===== src/rtl/mdu_pkg.sv =====
`default_nettype none
// +-----------------------------------------------------------------------+
// | mdu_pkg : shared op encodings, FSM state type and counter sizing      |
// | Rev 1.0 : initial release                                             |
// +-----------------------------------------------------------------------+
package mdu_pkg;

    localparam logic [1:0] OP_MULT  = 2'b00;
    localparam logic [1:0] OP_MULTU = 2'b01;
    localparam logic [1:0] OP_DIV   = 2'b10;
    localparam logic [1:0] OP_DIVU  = 2'b11;

    typedef enum logic [1:0] {
        IDLE = 2'd0,
        RUN  = 2'd1,
        FIX  = 2'd2
    } mdu_state_t;

    function automatic int cnt_width(input int width);
        return (width > 1) ? $clog2(width) : 1;
    endfunction

endpackage
`default_nettype wire


===== src/rtl/mul_div_unit_if.sv =====
`default_nettype none
// +-----------------------------------------------------------------------+
// | mul_div_unit_if : request/result and HI/LO write bus of the MDU       |
// | Rev 1.0 : initial release                                             |
// +-----------------------------------------------------------------------+
interface mul_div_unit_if #(
    parameter int WIDTH = 32
);
    logic             start;
    logic [1:0]       op;
    logic [WIDTH-1:0] a;
    logic [WIDTH-1:0] b;
    logic             hilo_we;
    logic             hilo_sel;
    logic [WIDTH-1:0] hilo_wdata;
    logic             busy;
    logic             done;
    logic [WIDTH-1:0] lo;
    logic [WIDTH-1:0] hi;

    modport master (
        output start, op, a, b, hilo_we, hilo_sel, hilo_wdata,
        input  busy, done, lo, hi
    );

    modport slave (
        input  start, op, a, b, hilo_we, hilo_sel, hilo_wdata,
        output busy, done, lo, hi
    );
endinterface
`default_nettype wire


===== src/rtl/mdu_step.sv =====
`default_nettype none
// +-----------------------------------------------------------------------+
// | mdu_step : one radix-2 iteration (shift-add multiply or restoring     |
// |            shift-subtract divide) on a 2*WIDTH accumulator            |
// | Rev 1.0 : initial release                                             |
// +-----------------------------------------------------------------------+
module mdu_step #(
    parameter int WIDTH = 32
) (
    input  wire logic               mode_div,
    input  wire logic [2*WIDTH-1:0] acc,
    input  wire logic [WIDTH-1:0]   operand,
    output logic      [2*WIDTH-1:0] acc_next,
    output logic                    q_bit
);
    logic [WIDTH:0] w_sum;
    logic [WIDTH:0] w_trial;

    // Divide: acc = {remainder, dividend bits still to shift in / quotient}
    always_comb begin
        w_sum   = {1'b0, acc[2*WIDTH-1:WIDTH]} + (acc[0] ? {1'b0, operand} : '0);
        w_trial = acc[2*WIDTH-1:WIDTH-1] - {1'b0, operand};
        q_bit   = 1'b0;
        if (mode_div) begin
            q_bit    = ~w_trial[WIDTH];
            acc_next = {(q_bit ? w_trial[WIDTH-1:0] : acc[2*WIDTH-2:WIDTH-1]),
                        acc[WIDTH-2:0], q_bit};
        end else begin
            acc_next = {w_sum, acc[WIDTH-1:1]};
        end
    end
endmodule
`default_nettype wire


===== src/rtl/mul_div_unit.sv =====
`default_nettype none
// +-----------------------------------------------------------------------+
// | mul_div_unit : iterative signed/unsigned multiply/divide with         |
// |                architectural HI/LO registers and direct write port    |
// | Rev 1.0 : initial release                                             |
// +-----------------------------------------------------------------------+
module mul_div_unit
    import mdu_pkg::*;
#(
    parameter int WIDTH = 32
) (
    input wire logic      clk,
    input wire logic      reset,
    mul_div_unit_if.slave bus
);
    localparam int             CNT_W  = cnt_width(WIDTH);
    localparam logic [CNT_W-1:0] C_LAST = CNT_W'(WIDTH - 1);

    mdu_state_t         r_state;
    logic [CNT_W-1:0]   r_cnt;
    logic [2*WIDTH-1:0] r_acc;
    logic [WIDTH-1:0]   r_opnd;
    logic [WIDTH-1:0]   r_a_raw;
    logic [WIDTH-1:0]   r_lo;
    logic [WIDTH-1:0]   r_hi;
    logic               r_div;
    logic               r_div0;
    logic               r_neg_q;
    logic               r_neg_r;
    logic               r_busy;
    logic               r_done;

    logic               w_a_neg;
    logic               w_b_neg;
    logic [WIDTH-1:0]   w_a_mag;
    logic [WIDTH-1:0]   w_b_mag;
    logic [2*WIDTH-1:0] w_acc_next;
    logic               w_q_bit;
    logic [2*WIDTH-1:0] w_prod;
    logic [WIDTH-1:0]   w_quo;
    logic [WIDTH-1:0]   w_rem;

    // Signed ops iterate on magnitudes; signs are reapplied in FIX
    always_comb begin
        w_a_neg = ~bus.op[0] & bus.a[WIDTH-1];
        w_b_neg = ~bus.op[0] & bus.b[WIDTH-1];
        w_a_mag = w_a_neg ? -bus.a : bus.a;
        w_b_mag = w_b_neg ? -bus.b : bus.b;
        w_prod  = r_neg_q ? -r_acc : r_acc;
        w_quo   = r_neg_q ? -r_acc[WIDTH-1:0] : r_acc[WIDTH-1:0];
        w_rem   = r_neg_r ? -r_acc[2*WIDTH-1:WIDTH] : r_acc[2*WIDTH-1:WIDTH];
    end

    mdu_step #(.WIDTH(WIDTH)) u_step (
        .mode_div (r_div),
        .acc      (r_acc),
        .operand  (r_opnd),
        .acc_next (w_acc_next),
        .q_bit    (w_q_bit)
    );

    always_ff @(posedge clk or posedge reset) begin
        if (reset) begin
            r_state <= IDLE;
            r_cnt   <= '0;
            r_acc   <= '0;
            r_opnd  <= '0;
            r_a_raw <= '0;
            r_lo    <= '0;
            r_hi    <= '0;
            r_div   <= 1'b0;
            r_div0  <= 1'b0;
            r_neg_q <= 1'b0;
            r_neg_r <= 1'b0;
            r_busy  <= 1'b0;
            r_done  <= 1'b0;
        end else begin
            r_done <= 1'b0;
            case (r_state)
                IDLE: begin
                    if (bus.hilo_we) begin
                        if (bus.hilo_sel) r_hi <= bus.hilo_wdata;
                        else              r_lo <= bus.hilo_wdata;
                    end
                    if (bus.start) begin
                        r_acc   <= {{WIDTH{1'b0}}, w_a_mag};
                        r_opnd  <= w_b_mag;
                        r_a_raw <= bus.a;
                        r_div   <= bus.op[1];
                        r_div0  <= (bus.b == '0);
                        r_neg_q <= w_a_neg ^ w_b_neg;
                        r_neg_r <= w_a_neg;
                        r_cnt   <= '0;
                        r_busy  <= 1'b1;
                        r_state <= RUN;
                    end
                end
                RUN: begin
                    r_acc <= {w_acc_next[2*WIDTH-1:1], r_div ? w_q_bit : w_acc_next[0]};
                    r_cnt <= r_cnt + 1'b1;
                    if (r_cnt == C_LAST) begin
                        r_cnt   <= '0;
                        r_state <= FIX;
                    end
                end
                FIX: begin
                    if (!r_div) begin
                        {r_hi, r_lo} <= w_prod;
                    end else if (r_div0) begin
                        r_lo <= '1;
                        r_hi <= r_a_raw;
                    end else begin
                        r_lo <= w_quo;
                        r_hi <= w_rem;
                    end
                    r_busy  <= 1'b0;
                    r_done  <= 1'b1;
                    r_state <= IDLE;
                end
                default: r_state <= IDLE;
            endcase
        end
    end

    assign bus.busy = r_busy;
    assign bus.done = r_done;
    assign bus.lo   = r_lo;
    assign bus.hi   = r_hi;
endmodule
`default_nettype wire


===== src/flat_wrapper.sv =====
// flat-port wrapper written by rule: the top's interface ports become plain ports
module mul_div_unit_flat import mdu_pkg::*;
#(
    parameter int WIDTH = 32
)
  (clk, reset, bus_start, bus_op, bus_a, bus_b, bus_hilo_we, bus_hilo_sel, bus_hilo_wdata, bus_busy, bus_done, bus_lo, bus_hi);
  mul_div_unit_if #(.WIDTH(WIDTH)) bus_i ();
  input wire logic clk;
  input wire logic reset;
  input wire logic [$bits(bus_i.start)-1:0] bus_start;
  input wire logic [$bits(bus_i.op)-1:0] bus_op;
  input wire logic [$bits(bus_i.a)-1:0] bus_a;
  input wire logic [$bits(bus_i.b)-1:0] bus_b;
  input wire logic [$bits(bus_i.hilo_we)-1:0] bus_hilo_we;
  input wire logic [$bits(bus_i.hilo_sel)-1:0] bus_hilo_sel;
  input wire logic [$bits(bus_i.hilo_wdata)-1:0] bus_hilo_wdata;
  output wire logic [$bits(bus_i.busy)-1:0] bus_busy;
  output wire logic [$bits(bus_i.done)-1:0] bus_done;
  output wire logic [$bits(bus_i.lo)-1:0] bus_lo;
  output wire logic [$bits(bus_i.hi)-1:0] bus_hi;
  assign bus_i.start = bus_start;
  assign bus_i.op = bus_op;
  assign bus_i.a = bus_a;
  assign bus_i.b = bus_b;
  assign bus_i.hilo_we = bus_hilo_we;
  assign bus_i.hilo_sel = bus_hilo_sel;
  assign bus_i.hilo_wdata = bus_hilo_wdata;
  assign bus_busy = bus_i.busy;
  assign bus_done = bus_i.done;
  assign bus_lo = bus_i.lo;
  assign bus_hi = bus_i.hi;
  mul_div_unit #(.WIDTH(WIDTH)) u_core (.clk(clk), .reset(reset), .bus(bus_i));
endmodule

===== config.mk =====
export PLATFORM = sky130hd
export DESIGN_NAME = mul_div_unit_flat
export DESIGN_NICKNAME = d
export VERILOG_FILES = /design/src/rtl/mdu_pkg.sv /design/src/rtl/mul_div_unit_if.sv /design/src/rtl/mdu_step.sv /design/src/rtl/mul_div_unit.sv /design/src/flat_wrapper.sv
export SDC_FILE = /design/constraint.sdc
export NUM_CORES = 1
export LEC_CHECK = 0
export ABC_AREA = 1
export CAP_MARGIN = 5
export CORE_AREA = 2 2 193 195
export CTS_CLUSTER_DIAMETER = 50
export DETAILED_ROUTE_END_ITERATION = 8
export DIE_AREA = 0 0 195 197
export PLACE_DENSITY = 0.78
export SLEW_MARGIN = 25
export SYNTH_ARGS = -nofsm -noshare
export SYNTH_HDL_FRONTEND = slang
export SYNTH_SLANG_ARGS = --single-unit

===== constraint.sdc =====
create_clock -name clk -period 7.4 [get_ports clk]
set_input_delay 1.48 -clock clk [delete_from_list [all_inputs] [get_ports clk]]
set_output_delay 1.48 -clock clk [all_outputs]
set_load 0.02 [all_outputs]

======== After elaboration in Yosys (flattened, before gate mapping) ========
Cells that the tools add are included.
cells by class
  add/sub/neg operators ................... 8
  eq/ne operators ......................... 8
  multiplexer cells ....................... 30
  bitwise gates (word level) .............. 5
  reduce and logical (&&, ||, !) cells .... 10
operators by type and width
  kind                                                                    count
  32-bit two-way mux                                                      14
  64-bit two-way mux                                                      3
  32-bit negation                                                         4
  32-bit case mux with 2 select lines                                     2
  64-bit case mux with 2 select lines                                     1
  64-bit negation                                                         1
  32-bit by 33-bit adder with 33-bit output                               1
  33-bit by 32-bit subtractor with 33-bit output                          1
  32-bit logical NOT                                                      1
  5-bit two-way mux                                                       2
  5-bit case mux with 2 select lines                                      1
  2-bit != test (second input constant)                                   4
  2-bit AND reduction                                                     4
  3-bit AND reduction                                                     2
  5-bit by 1-bit adder with 5-bit output (second input constant)          1
  5-bit equality test (second input constant)                             1
  2-bit two-way mux                                                       2
  2-bit case mux with 2 select lines                                      1
  2-bit nonzero test                                                      2
  1-bit two-way mux                                                       3
  1-bit AND                                                               2
  2-bit by 1-bit equality test with 1-bit output (second input constant)  1
  2-bit equality test (second input constant)                             1
  2-bit logical NOT                                                       1
  4 further kinds                                                         5
storage, ports and cells
  register bits ........................... 205
  input bits .............................. 103
  output and inout port bits .............. 66
  word-level logic and storage cells ...... 74

======== Depth between registers and ports, before layout ========
Gate-level depths: netlist (run 1).
  depth in word-level cells ............... 5
  gate-level depth with buffers ........... 19
  depth with buffers taken out ............ 18

======== Hierarchy ========
From an unflattened synthesis (run 1), not the netlist that was laid out.
second synthesis, totals
  cells, all modules ...................... 3276
  area, all modules ....................... 19819.0 µm²
by module, submodules not included
  module        instances  cells each  area an instance (µm²)  sequential area each (µm²)
  mul_div_unit  1          1974        13491.7                 5129.9
  mdu_step      1          1302        6327.3                  0.0

======== Least setup slack after synthesis (run 1) ========
OpenSTA, ideal clock, no wires.
  path kind ............................... input to register
  start point ............................. input port bus_a[1]
  end point ............................... register u_core.r_acc[28]
  setup time .............................. 0.117 ns
  data arrival time ....................... 2.815 ns
  data required time ...................... 7.283 ns
  slack ................................... 4.468 ns
  stages .................................. 13
  buffers on the path ..................... 0
  cell sequence ........................... inv_1 -> ha_1 -> nand3_1 -> nor2_2 -> nand3_1 -> nand2_2 -> nand3_1 -> nor2_1 -> a21oi_1 -> o21ai_0 -> nand2_1 -> nand2_1 -> nand2_1
between the ends
  cells in the longest elaborated chain, start to end .. 4
ends and longest elaborated chain
  what                                 line                RTL
  start, declared                      flat_wrapper.sv:12  input wire logic [$bits(bus_i.a)-1:0] bus_a;
  32-bit negation                      mul_div_unit.sv:47  w_a_mag = w_a_neg ? -bus.a : bus.a;
  32-bit two-way mux                   mul_div_unit.sv:47
  64-bit two-way mux                   mul_div_unit.sv:85  if (bus.start) begin
  64-bit case mux with 2 select lines  mul_div_unit.sv:79  case (r_state)
  end signal, assigned                 mul_div_unit.sv:86  r_acc <= {{WIDTH{1'b0}}, w_a_mag};
  end signal, assigned                 mul_div_unit.sv:99  r_acc <= {w_acc_next[2*WIDTH-1:1], r_div ? w_q_bit : w_acc_next[0]};
  end, declared                        mul_div_unit.sv:21  logic [2*WIDTH-1:0] r_acc;
Every way passes these cells. The select of a mux whose other input is x is not followed.
A chain may end at the register's enable or synchronous reset.

======== Final worst setup path (run 1) ========
  start point ............................. register u_core.r_state[1]
  end point ............................... register u_core.r_hi[12] (netlist: u_core.bus.hi[12])
between the ends
  cells in the longest elaborated chain, start to end .. 3
  elaborated cells on any way between the ends .. 7
  classes of those cells .................. eq/ne: 3; mux: 1; reduce/logical: 3
ends and longest elaborated chain
  what                                                                         line                 RTL
  start, declared                                                              mul_div_unit.sv:19   mdu_state_t r_state;
  start signal, assigned                                                       mul_div_unit.sv:64   r_state <= IDLE;
  start signal, assigned                                                       mul_div_unit.sv:95   r_state <= RUN;
  start signal, assigned                                                       mul_div_unit.sv:103  r_state <= FIX;
  2-bit logical NOT / 2-bit equality test (equally long branches)              mul_div_unit.sv:79
  2-bit != test (no source line) / 2-bit nonzero test (equally long branches)  --
  3-bit AND reduction (no source line)                                         --
  end signal, assigned                                                         mul_div_unit.sv:82   if (bus.hilo_sel) r_hi <= bus.hilo_wdata;
  end signal, assigned                                                         mul_div_unit.sv:108  {r_hi, r_lo} <= w_prod;
  end signal, assigned                                                         mul_div_unit.sv:111  r_hi <= r_a_raw;
  end, declared                                                                mul_div_unit.sv:25   logic [WIDTH-1:0] r_hi;
Several ways; a longest one is shown, not always the timed one.

==> metrics.md, run 1 <==
| Metric | Value |
|---|---|
| Top FF cell, synth | dfrtp_1 |
| Layout cell share with drive strength beyond 1 | 3.77% |
| DRC | 0 |
| CP max-delay cell | clkinv_1 |
| Hold path depth | 2 |
| Worst Setup End Kind | flip-flop |
| Placed Area | 21,300 um2 |
| Worst hold path class | flip-flop to flip-flop |
| CTS buffer count | 28 |
| Main area contributors after synthesis | dfrtp_1 (26%), nand2_1 (20%), inv_1 (8.3%), nor2_1 (7.4%), nand3_1 (6.8%) |
| RSZ-0062 raised after global routing | false |
| Drt via density | 5.91 |
| Slew Limit Fails | 0 |
| Yosys warnings | 0 |
| Combinational group share of total power | 66.2% |
| WP data required | ~7.9 ns |
| Mux contribution to synthesized area | 0.0515% |
| Worst rel slew slack | around 32% |
| Final cell count without fillers | approximately 3,900 |
| Chip width | 195 um |
| Clock share of power | 12.2% |
| WL per Instance | 20.3 um |
| Area leader, netlist | dfrtp_1 |
| Netlist Area Pre-Place | 19,400 um2 |
| Max Freq | around 250 MHz |
| Iter 0 DRT Violations | 2,850 |
| Largest net degree at the start of global routing | 111 |
| Sequential power share | a little over a fifth |
| Slew @ Worst Pin | 1.01 ns |
| Crit path kind | flip-flop to flip-flop |
| Critical path startpoint category | flip-flop |
| Die area | 38,400 um2 |
| Sequential fraction of the synthesis area | roughly a quarter |
| Final period util | 53.5% |
| Via count | roughly 23,000 |
| Cell-internal power | 5.02 mW |
| Setup Fix Bufs, Post-CTS | 0 |
| Clock slew seen by the registers of the worst setup and hold paths | about 0.06 ns |
| GRT Resource Usage Total | 40.6% |
| Filler cells | 3,579 |
| Crit path top cell by count | buf_4 |
| Reg2reg start | u_core.r_state[1] |
| Clk_lat worst skew | 0.60 ns |
| Final wirelength | about 80,000 um |
| Cell variety after synth | 52 |
| VDD IR max | 0.342 mV |
| LEAKAGE | 11.3 nW |
| Yosys top cell area share | 26.4% |
| WP data arrival | 4.43 ns |
| Area Growth Syn to Fin | 14.8% |
| Vias in the first global route | 21,100 |
| Core Rows | 70 |
| CORE AREA | 36,300 um2 |
| EDFF count, synth | 0 |
| Pwr/cell area | between 500 and 600 nW/um2 |
| Synthesized area per cell | 5.88 um2 |
| Status | complete, no violations |
| Endpoints failing setup | 0 |
| Gate Count Post-Synth | 3,305 |
| Net Sw Frac | 57.3% |
| Worst Min Path Start | u_core.bus.lo[9] |
| H-tree lvl count | 1 |
| FFs w/ async S/R, synth | 100% |
| Largest family of logic cells by synthesized area | simple AND/OR/NAND/NOR gates |
| Inserted Diodes | 0 |
| R2r endpoint | u_core.bus.hi[12] |
| IO Pins | between 150 and 200 |
| Initial antenna violation count | 1 |
| Sink Count | 205 |
| Worst reg2reg setup slack | 3.44 ns |
| Crit Path Max Fanout | 68 |
| Leading cell type in the layout, fill and taps excluded | nand2_1 |
| DPL Wire Length | between 60,000 and 70,000 um |
| Hold Vio Cnt, Final | 0 |
| ANT nets after route | 0 |
| GP Congestion | approximately 1.0 |
| Initial Util | between 50% and 60% |
| MaxCap Viol Count | 0 |
| Placed Cells incl. Taps | around 3,800 |
| Hold Path End | u_core.bus.lo[9] |
| Final setup TNS | 0 ns |
| Worst clock skew | 0.0288 ns |
| Pwr Total | 11.8 mW |
| Die Ht | between 150 and 200 um |
| Syn Nets | about 3,500 |
| Number of synthesized register bits | 205 |
| First-pass GRT wire length | between 100,000 and 150,000 um |
| Layout net count | 3,571 |
| Post-Synth XOR/XNOR Area | between 2 and 3% |
| Psw | 6.74 mW |
| Most frequent cells in the layout | nand2_1 (1,040), inv_1 (425), nor2_1 (378) |
| Detailed Routing Iterations Pass 1 | 6 |
| Post-synthesis compound-gate area fraction | between 10% and 20% |
| GRT Residual Overflow | 0 |
| CP Cell Sequence | inv_1, nor2_4, buf_4, inv_2, o21ai_2, buf_4, clkinv_1, a21oi_1, a21oi_2 |
| Maximum clock insertion buffer count | 3 |
| Finished Cell Area | between 20,000 and 25,000 um2 |
| Post-cts sizing count | 0 |
| I/O Buffers | 168 |
| Max stage delay on crit path | about 0.83 ns |
| Synth Area in Adders | 4.71% |
| Reg2Reg Depth | 9 |
| Root Driver | clkbuf_16 |
| TritonCTS clock tree | done |
| Synth Area in Simple Gates | 38.5% |
| Min Clock Period, post-route | 3.96 ns |
| Hold_buf cts | 0 |
power by group through the flow:
stage	Sequential [mW]	Clock, mW	Combinational [mW]
4_1_cts	2.47	1.44	7.52
2_1_floorplan	2.17	0	5.27
5_1_grt	2.56	1.49	8.61
3_3_place_gp	2.46	0	7.34
3_5_place_dp	2.48	0	7.47
6_report	2.54	1.44	7.78
cell usage after synthesis (4+ instances only):
cell type	count
nand2_1	1040
inv_1	427
nor2_1	383
nand3_1	265
o21ai_0	253
a21oi_1	252
dfrtp_1	205
clkbuf_1	70
ha_1	70
xor2_1	46
nand4_1	35
nor3_1	27
buf_1	23
buf_2	18
o21ai_1	18
xnor2_1	17
a31oi_1	15
nand3b_1	15
nand2_2	12
nor2_2	12
o21bai_1	11
a22oi_1	10
inv_2	10
o211ai_1	10
a21o_1	5
buf_4	5
buf_6	5
a21oi_2	4
and2_1	4
or2_2	4
area by class of cell:
type / instances / area (um2) / share of cell area [%]
multi-input combinational: 2538 / 12100 / 54.4
inverter: 438 / 1650 / 7.41
clock buffer: 36 / 761 / 3.41
timing repair buffer: 185 / 1810 / 8.12
tap: 468 / 586 / 2.63
clock inverter: 16 / 228 / 1.02
sequential: 205 / 5130 / 23.0
worst max-delay path, delay by kind of cell, from the launching register on:
kind | cells | cell delay [ns]
flops | 1 | 0.39
buf+inv | 5 | 2.52
compound gates | 3 | 0.74
simple gates | 1 | 0.10
metal layers:
metal  track usage, %  vias up  wire [um]
met2             57.2     1339      31500
li1                 -    10800          -
met1             59.3    10700      34000
met5                0        -          0
met4             12.0        0       2350
met3             12.3      152      10900
state kept, by name (all words and copies together) (netlist names):
name and flops:
u_core.r_acc 64, u_core.bus.hi 32, u_core.bus.lo 32, u_core.r_a_raw 32, u_core.r_opnd 32, u_core.r_cnt 5
u_core.r_state 2, u_core.bus.busy 1, u_core.bus.done 1, u_core.r_div 1, u_core.r_div0 1, u_core.r_neg_q 1
u_core.r_neg_r 1
stage by stage:
step | util (%) | setup WS (ns) | hold WS [ns]
floorplan | - | 0.324 | 0.448
global placement | 58.8 | 3.38 | 0.469
detailed placement | 58.8 | 3.30 | 0.473
CTS | 61.5 | 3.90 | 0.488
global route | 61.5 | 3.17 | 0.499
finish | 61.5 | 3.44 | 0.480
cell families (layout without fill, tap and decap cells):
kind of cell	count (synthesis)	in the layout
and+or+nand+nor	1811	1811
AOI/OAI and AO/OA	591	591
buffers and inverters	562	675
DFF	205	205
adders and majority gates	72	72
xor gates and xnor gates	63	63
muxes	1	1
worst max path at each step:
stage | end | slack [ns] | from | depth (start not counted)
floorplan | u_core.bus.busy | 0.32 | reset | 1
global placement | u_core.r_cnt[3] | 3.38 | bus_start | 9
detailed placement | u_core.r_acc[17] | 3.30 | bus_start | 8
CTS | u_core.bus.lo[2] | 3.90 | u_core.r_state[1] | 8
global route | u_core.bus.hi[4] | 3.17 | u_core.r_state[1] | 9
finish | u_core.bus.hi[12] | 3.44 | u_core.r_state[1] | 9
(Power assumes the default switching activity.)
==> run 2: changes to the inputs <==
Settings changed: CORE_AREA 2 2 193 195 to 2 2 191 193, DIE_AREA 0 0 195 197 to 0 0 193 195, PLACE_DENSITY 0.78 to 0.76.
Clock period 7.4 ns to 4.1 ns, I/O delays scaled along.
==> metrics.md, run 2 (synthesis gave the netlist of run 1 again) <==
| Metric | Value |
|---|---|
| Status | complete, no violations |
| Final period util | between 70% and 80% |
| IO Pins | 169 |
| Clock slew seen by the registers of the worst setup and hold paths | around 0.060 ns |
| Min Clock Period, post-route | 3.15 ns |
| Worst reg2reg setup slack | 0.95 ns |
| Detailed Routing Iterations Pass 1 | 9 |
| Leading cell type in the layout, fill and taps excluded | nand2_1 |
| Final wirelength | 81,500 um |
| Slew Limit Fails | 0 |
| Critical path startpoint category | flip-flop |
| Worst clock skew | 0.0195 ns |
| LEAKAGE | between 10 and 15 nW |
| Iter 0 DRT Violations | 3,348 |
| Pwr/cell area | ~960 nW/um2 |
| GRT Residual Overflow | 0 |
| MaxCap Viol Count | 0 |
| Root Driver | clkbuf_16 |
| Hold_buf cts | 0 |
| Final setup TNS | 0 ns |
| Worst rel slew slack | 30.4% |
| I/O Buffers | 168 |
| Pwr Total | 21.8 mW |
| Max Freq | 318 MHz |
| DRC | 0 |
| Endpoints failing setup | 0 |
| Crit Path Max Fanout | 32 |
| Most frequent cells in the layout | nand2_1 (1,040), inv_1 (426), nor2_1 (378) |
| WP data required | 4.54 ns |
| Finished Cell Area | around 23,000 um2 |
| Drt via density | 6.01 |
| Filler cells | 3,350 |
| Layout cell share with drive strength beyond 1 | 4.50% |
| Reg2reg start | u_core.r_acc[0] |
| Vias in the first global route | 21,700 |
| Placed Area | 21,500 um2 |
| WP data arrival | 3.59 ns |
| VDD IR max | 0.822 mV |
| Via count | 23,500 |
| First-pass GRT wire length | 125,000 um |
| Worst hold path class | flip-flop to flip-flop |
| Post-cts sizing count | 0 |
| Hold Path End | u_core.bus.busy |
| Crit path kind | flip-flop to flip-flop |
| Worst Min Path Start | u_core.bus.busy |
| CORE AREA | around 35,000 um2 |
| H-tree lvl count | 2 |
| DPL Wire Length | 63,100 um |
| RSZ-0062 raised after global routing | false |
| Clk_lat worst skew | 0.56 ns |
| Layout net count | 3,595 |
| Initial Util | 54.9% |
| Final cell count without fillers | 3,905 |
| Max reg flops | 64 |
| GP Congestion | 1.05 |
| Largest net degree at the start of global routing | 103 |
| CTS buffer count | 34 |
| Maximum clock insertion buffer count | 3 |
| Reg2Reg Depth | 16 |
| ANT nets after route | 0 |
| TritonCTS clock tree | done |
| Area Growth Syn to Fin | 16.3% |
| Hold path depth | 2 |
| Initial antenna violation count | 2 |
| Setup Fix Bufs, Post-CTS | 0 |
| Worst Setup End Kind | flip-flop |
| Register bank with the most flops | u_core.r_acc |
| Placed Cells incl. Taps | 3,845 |
| Slew @ Worst Pin | 1.04 ns |
| CP startpoint | u_core.r_acc[0] |
| Sink Count | 205 |
| Hold Vio Cnt, Final | 0 |
| Die Ht | approximately 200 um |
| Multi-input logic area | roughly 12,000 um2 |
| Sequential Area | 5130 um2 |
| R2r endpoint | u_core.r_acc[53] |
| Core Rows | between 60 and 70 |
| WL per Instance | around 21 um |
| GRT Resource Usage Total | between 40% and 50% |
| Chip width | 193 um |
| Hold Slack | between 0.4 and 0.5 ns |
| Die area | 37,600 um2 |
| Inserted Diodes | 0 |
-- run 2: cell count changes in the layout (fill, tap and decap cells not counted), moves of 2 or more --
cell	previous run	this run
buf_4	17	33
clkbuf_16	28	35
clkinv_2	0	5
inv_6	7	4
buf_12	0	2
clkbuf_8	3	5
clkinv_8	0	2
-- run 2: power breakdown --
part | total (mW) | switching, mW | internal [mW]
Combinational | 14.5 | 9.84 | 4.63
Clock | 2.94 | 1.13 | 1.81
Sequential | 4.38 | 1.41 | 2.96
-- run 2: area by class of cell --
cell class                      instances  area share, %
Clock inverter                         16          0.825
Sequential cell                       205           22.7
Inverter                              438           7.29
Clock buffer                           44           4.25
Tap cell                              461           2.55
Timing Repair Buffer                  203           8.72
Multi-Input combinational cell       2538           53.7
-- run 2: worst max-delay path, cell delays in order (launching register included) --
cell and delay, ns:
dfrtp_1 0.34, buf_4 0.38, nand2_1 0.19, inv_1 0.09
ha_1 0.28, a21oi_1 0.34, o21ai_0 0.33, a21oi_1 0.22
nand2_1 0.21, nand2_1 0.22, nand2_1 0.07, nand2_1 0.06
nand3_1 0.06, nand2_1 0.09, inv_1 0.05, nand2_1 0.06
nand2_1 0.05
-- run 2: worst max path at each step --
stage	cells after the start	slack (ns)	to
global placement	14	1.10	u_core.r_acc[28]
CTS	18	1.20	u_core.r_acc[51]
detailed placement	14	1.01	u_core.r_acc[28]
finish	16	0.95	u_core.r_acc[53]
floorplan	1	0.62	u_core.bus.busy
global route	18	0.83	u_core.r_acc[53]
-- run 2: through the flow --
stage               setup slack (ns)  util (%)
floorplan                      0.622         -
global placement                1.10      60.6
detailed placement              1.01      60.6
CTS                             1.20      63.8
global route                   0.833      63.8
finish                         0.951      63.8
-- run 2: per-layer routing --
metal,global-route usage (%),share of wire [%],vias up
met5,0,0.028,-
met3,14.4,15,219
li1,-,-,10800
met1,63.0,42,10900
met2,60.7,40,1576
met4,14.1,3.5,4
